### config.mk
export PLATFORM = sky130hd
export DESIGN_NAME = elastic_shiftbuffer
export DESIGN_NICKNAME = d
export VERILOG_FILES = /design/src/rtl/elastic_shiftbuffer.sv
export SDC_FILE = /design/constraint.sdc
export NUM_CORES = 1
export LEC_CHECK = 0
export CORE_MARGIN = 1
export CORE_UTILIZATION = 53
export CTS_CLUSTER_DIAMETER = 50
export CTS_CLUSTER_SIZE = 10
export DETAILED_ROUTE_END_ITERATION = 8
export PLACE_DENSITY_LB_ADDON = 0.2
export SYNTH_ARGS = -nofsm -noshare
export SYNTH_HDL_FRONTEND = slang
export SYNTH_SLANG_ARGS = --single-unit
### constraint.sdc
create_clock -name i_clk -period 2.6 [get_ports i_clk]
set_clock_uncertainty 0.05 [all_clocks]
set_input_delay 0.78 -clock i_clk [delete_from_list [all_inputs] [get_ports i_clk]]
set_output_delay 0.78 -clock i_clk [all_outputs]
set_load 0.02 [all_outputs]
### src/rtl/elastic_shiftbuffer.sv
// Purpose : compacting shift-register buffer with ready/valid on both sides,
//           occupancy count, almost-full flag and synchronous flush.
// Latency : one cycle; a push into an empty buffer is visible on out after the edge.
// Backpressure: in_ready = (count < p_stages), registered state only; the head
//           holds steady while out_ready is low.
// Ports   : i_clk, i_rst (sync, active-high), i_flush (sync clear);
//           in/in_valid/in_ready upstream side; out/out_valid/out_ready downstream;
//           o_count occupancy, o_almost_full = (o_count >= p_afull).
module elastic_shiftbuffer #(
   parameter int p_stages = 6,
   parameter int p_width  = 32,
   parameter int p_afull  = p_stages - 1
) (
   input  logic                          i_clk,
   input  logic                          i_rst,
   input  logic                          i_flush,
   input  logic [p_width-1:0]            in,
   input  logic                          in_valid,
   output logic                          in_ready,
   output logic [p_width-1:0]            out,
   output logic                          out_valid,
   input  logic                          out_ready,
   output logic [$clog2(p_stages+1)-1:0] o_count,
   output logic                          o_almost_full
);

   localparam int            cw      = $clog2(p_stages + 1);
   localparam logic [cw-1:0] c_full  = cw'(p_stages);
   localparam logic [cw-1:0] c_afull = cw'(p_afull);

   // Slot p_stages-1 is the head; valid entries fill downward from it.
   logic [p_width-1:0] slot_q [p_stages];
   logic [p_width-1:0] slot_d [p_stages];
   logic [cw-1:0]      count_q;
   logic [cw-1:0]      count_d;
   logic               afull_q;
   logic               push;
   logic               pop;
   int                 wr_idx;

   assign in_ready      = (count_q < c_full);
   assign out_valid     = (count_q != '0);
   assign out           = slot_q[p_stages-1];
   assign o_count       = count_q;
   assign o_almost_full = afull_q;

   assign push = in_valid & in_ready;
   assign pop  = out_valid & out_ready;

   always_comb begin
      slot_d  = slot_q;
      count_d = count_q;
      // First free slot below the valid run.
      wr_idx  = p_stages - 1 - int'(count_q);
      if (pop) begin
         for (int i = p_stages - 1; i > 0; i--) begin
            slot_d[i] = slot_q[i-1];
         end
         slot_d[0] = '0;
         // After the shift the free slot has moved one place toward the head.
         wr_idx = p_stages - int'(count_q);
      end
      if (push) begin
         for (int i = 0; i < p_stages; i++) begin
            if (i == wr_idx) begin
               slot_d[i] = in;
            end
         end
      end
      if (push && !pop) begin
         count_d = count_q + cw'(1);
      end else if (pop && !push) begin
         count_d = count_q - cw'(1);
      end
   end

   // Reset and flush share the same clear; reset simply also covers flush.
   always_ff @(posedge i_clk) begin
      if (i_rst || i_flush) begin
         for (int i = 0; i < p_stages; i++) begin
            slot_q[i] <= '0;
         end
         count_q <= '0;
         afull_q <= 1'b0;
      end else begin
         slot_q  <= slot_d;
         count_q <= count_d;
         afull_q <= (count_d >= c_afull);
      end
   end

endmodule
==> results by group <==
Global routing
  • First-pass GRT wire length: 31,700 um
  • Initial antenna violation count: 0
  • Largest net degree at the start of global routing: 77
  • Vias in the first global route: 6,393
  • Total GRT Usage: 21.8%
  • Grt ovf: 0

STA
  • Final Max Tran Viols: 0
  • Final Hold Viols: 0
  • Min Tclk post-route: 2.50 ns
  • PnR worst setup slack: 0.0957 ns
  • Worst-margin pin slew: 0.403 ns
  • Slew margin rel.: 73.0%
  • Fmax: 0.399 GHz
  • Endpoints failing setup: 0
  • RSZ-0062 raised after global routing: no
  • Tcrit/Tclk final: 96.3%

Pwr
  • Internal power: 5.26 mW
  • Sequential fraction of design power: 45.0%
  • Sw Ratio: 22.7%
  • Sw power: 1.54 mW
  • Pwr dens: 632 mW/mm2
  • Clock network power share: 44.4%
  • Comb pwr share: 10.6%
  • Peak VDD IR: 0.000512 V
  • Leakage Power: 3.96 nW

Floorplanning
  • Die area: 0.0179 mm2
  • Io pins: 75
  • DIE HEIGHT: 134 um
  • Placeable Area: 0.0168 mm2
  • DIE WIDTH: 134 um
  • # rows: 47
  • Initial Util: 55.0%

Setup path
  • CP Capture Point: out_valid
  • Worst endpoint required time: 1.77 ns
  • Setup crit start kind: flop
  • WS Path Type: reg2out
  • CP Data Arrival Time: 1.67 ns
  • Setup slack on the worst flop-to-flop path: 0.26 ns
  • R2R Path Start: o_count[1]
  • Worst reg2reg path depth: 11
  • Worst Path Max Fanout: 8
  • CP endpoint kind: primary output
  • Critical Path Start: o_count[1]
  • RR Endpoint: slot_q[53]

Synthesis
  • Synth cell count leaders: dfxtp_1 (196), o21ai_1 (188), nand3_1 (162)
  • Post-synth top area share: 42.6%
  • EDFF count, synth: 0
  • Synth async-reset ratio: 0%
  • Mapped Cells: 951
  • Area leader, netlist: dfxtp_1
  • Post-synth top flop: dfxtp_1
  • Cell Area, Synth: 0.00922 mm2
  • Most numerous cell in the Yosys netlist: dfxtp_1
  • Post-synthesis sequential area ratio: 42.6%
  • Synth cell types: 36
  • Total number of yosys warnings: 0
  • Synth top area cells: dfxtp_1 (43%), mux2_2 (20%), o21ai_1 (10%)
  • Yosys reg bits: 196
  • Synth Net Count: 996
  • Post-Syn Area per Cell: 9.70 um2

Route
  • Vias: 6,807
  • Average wire per standard cell: 15.3 um
  • # DRC: 0
  • Detailed Route WL: 18,600 um
  • Pre-antenna DRT Iters: 5
  • Vias per inst: 5.60
  • DRT iter0 DRCs: 390
  • Post-route ant nets: 0

Placement
  • Pre-CTS setup slack: -0.0389 ns
  • Placed Instances: 1,182
  • Placed wire-length estimate: 11,900 um
  • IO Port Bufs: 74
  • GPL Wtd Cong: 0.777

Clock tree
  • Longest Clk Path Bufs: 2
  • Reg clk slew, reported paths: 0.07 ns
  • Clock Latency Late Sink: 0.43 ns
  • Num CTS Buffers: 17
  • CTS root buffer: clkbuf_16
  • H-Tree Depth: 4
  • CTS sink cnt: 196
  • CTS Hold Bufs: 0
  • CTS tree: built

Cells and area
  • Share of cells above drive strength 1: 26.7%
  • Final core utilization: 64.3%
  • Ant. Diodes: 0
  • Synthesis-to-layout area growth: 16.9%
  • Nets: 1,028
  • Final non-filler cell total: 1,216
  • Filler instances: 1,369

Run status
  • Status: finished, final reports clean

Flow run
  • MaxCap Viol Count: 0

Min path
  • Worst Hold Class: reg2reg
==> cell usage in the layout, fill, tap and decap left out, types with 2 or more instances in the layout <==
master,count
dfxtp_1,194
o21ai_1,188
nand3_1,162
mux2_2,160
clkdlybuf4s50_1,72
nand2_1,37
buf_4,34
nand4_1,32
buf_12,21
clkbuf_16,17
ha_1,8
nor4_1,7
bufinv_16,7
o211ai_4,6
o21ai_2,4
a211oi_1,3
a21oi_1,3
xnor2_1,3
clkbuf_1,3
inv_1,2
inv_4,2
nand2b_1,2
nor2_4,2
a2111oi_1,2
nor2_1,2
clkinv_4,2
clkinvlp_4,2
dfxtp_2,2
==> cell type report <==
class	instances	area, um2	share of cell area, %
clock buffers	20	437	4.05
repair buffers	129	1420	13.2
multi-input cells	634	4440	41.2
well taps	220	275	2.55
flip-flops and latches	196	3930	36.4
inverters	5	23.8	0.221
clock inverters	12	251	2.33
==> worst max-delay path, cell delays in order, from the launching register on <==
cell and delay (ns):
dfxtp_2 0.43, inv_1 0.12, ha_1 0.20, nor2b_1 0.15
inv_2 0.06, clkdlybuf4s15_1 0.29
==> power by group through the flow <==
stage | registers [mW] | logic [mW] | clock network, mW
floorplan | 3.12 | 0.485 | 0
global placement | 3.13 | 0.721 | 0
detailed placement | 3.13 | 0.722 | 0
CTS | 3.06 | 0.724 | 3.08
global route | 3.06 | 0.778 | 3.20
finish | 3.06 | 0.722 | 3.02
==> state kept, by name (all words and copies together), names as in the netlist <==
register / flops
o_almost_full: 1
o_count: 3
out: 32
slot_q: 160
==> worst min-delay path by stage <==
stage                           start           to  slack (ns)  cells past startpoint
after global routing      slot_q[173]  slot_q[173]        0.43                      2
after CTS                 slot_q[190]  slot_q[190]        0.41                      2
after global placement    slot_q[174]  slot_q[174]        0.40                      2
after detailed placement  slot_q[190]  slot_q[190]        0.40                      2
after floorplan           slot_q[178]  slot_q[178]        0.39                      2
final                     slot_q[186]  slot_q[186]        0.41                      2
==> cell families after synthesis <==
kind of cell / Yosys count / synth area share (%)
AOI/OAI and AO/OA: 212 / 13.3
xor gates and xnor gates: 3 / 0.285
adders and majority gates: 9 / 1.19
buffers and inverters: 121 / 9.54
DFF: 196 / 42.6
muxes: 160 / 19.5
and+or+nand+nor: 250 / 13.6
==> timing repair <==
item	in CTS	in global routing
gates resized for setup	5	2
setup buffers	0	2
setup endpoints to repair	2	2
pin swaps	0	0
==> routing by layer <==
layer  share of wire, %  up-vias  GRT usage [%]
met5                  0        -              0
met1                 48     3197           28.1
met3                2.2        8           3.85
li1                   -     3515              -
met2                 49       87           36.8
met4               0.83        0           6.63
==> through the flow <==
step	area, um2	setup TNS, ns	hold slack (ns)	total power [mW]
2_1_floorplan	9230	0	0.387	3.61
3_3_place_gp	10100	-0.000397	0.398	3.85
3_5_place_dp	10100	-1.65	0.405	3.85
4_1_cts	10800	0	0.414	6.86
5_1_grt	10800	0	0.429	7.04
6_report	10800	0	0.411	6.80
Power figures use the tool's default switching activity.
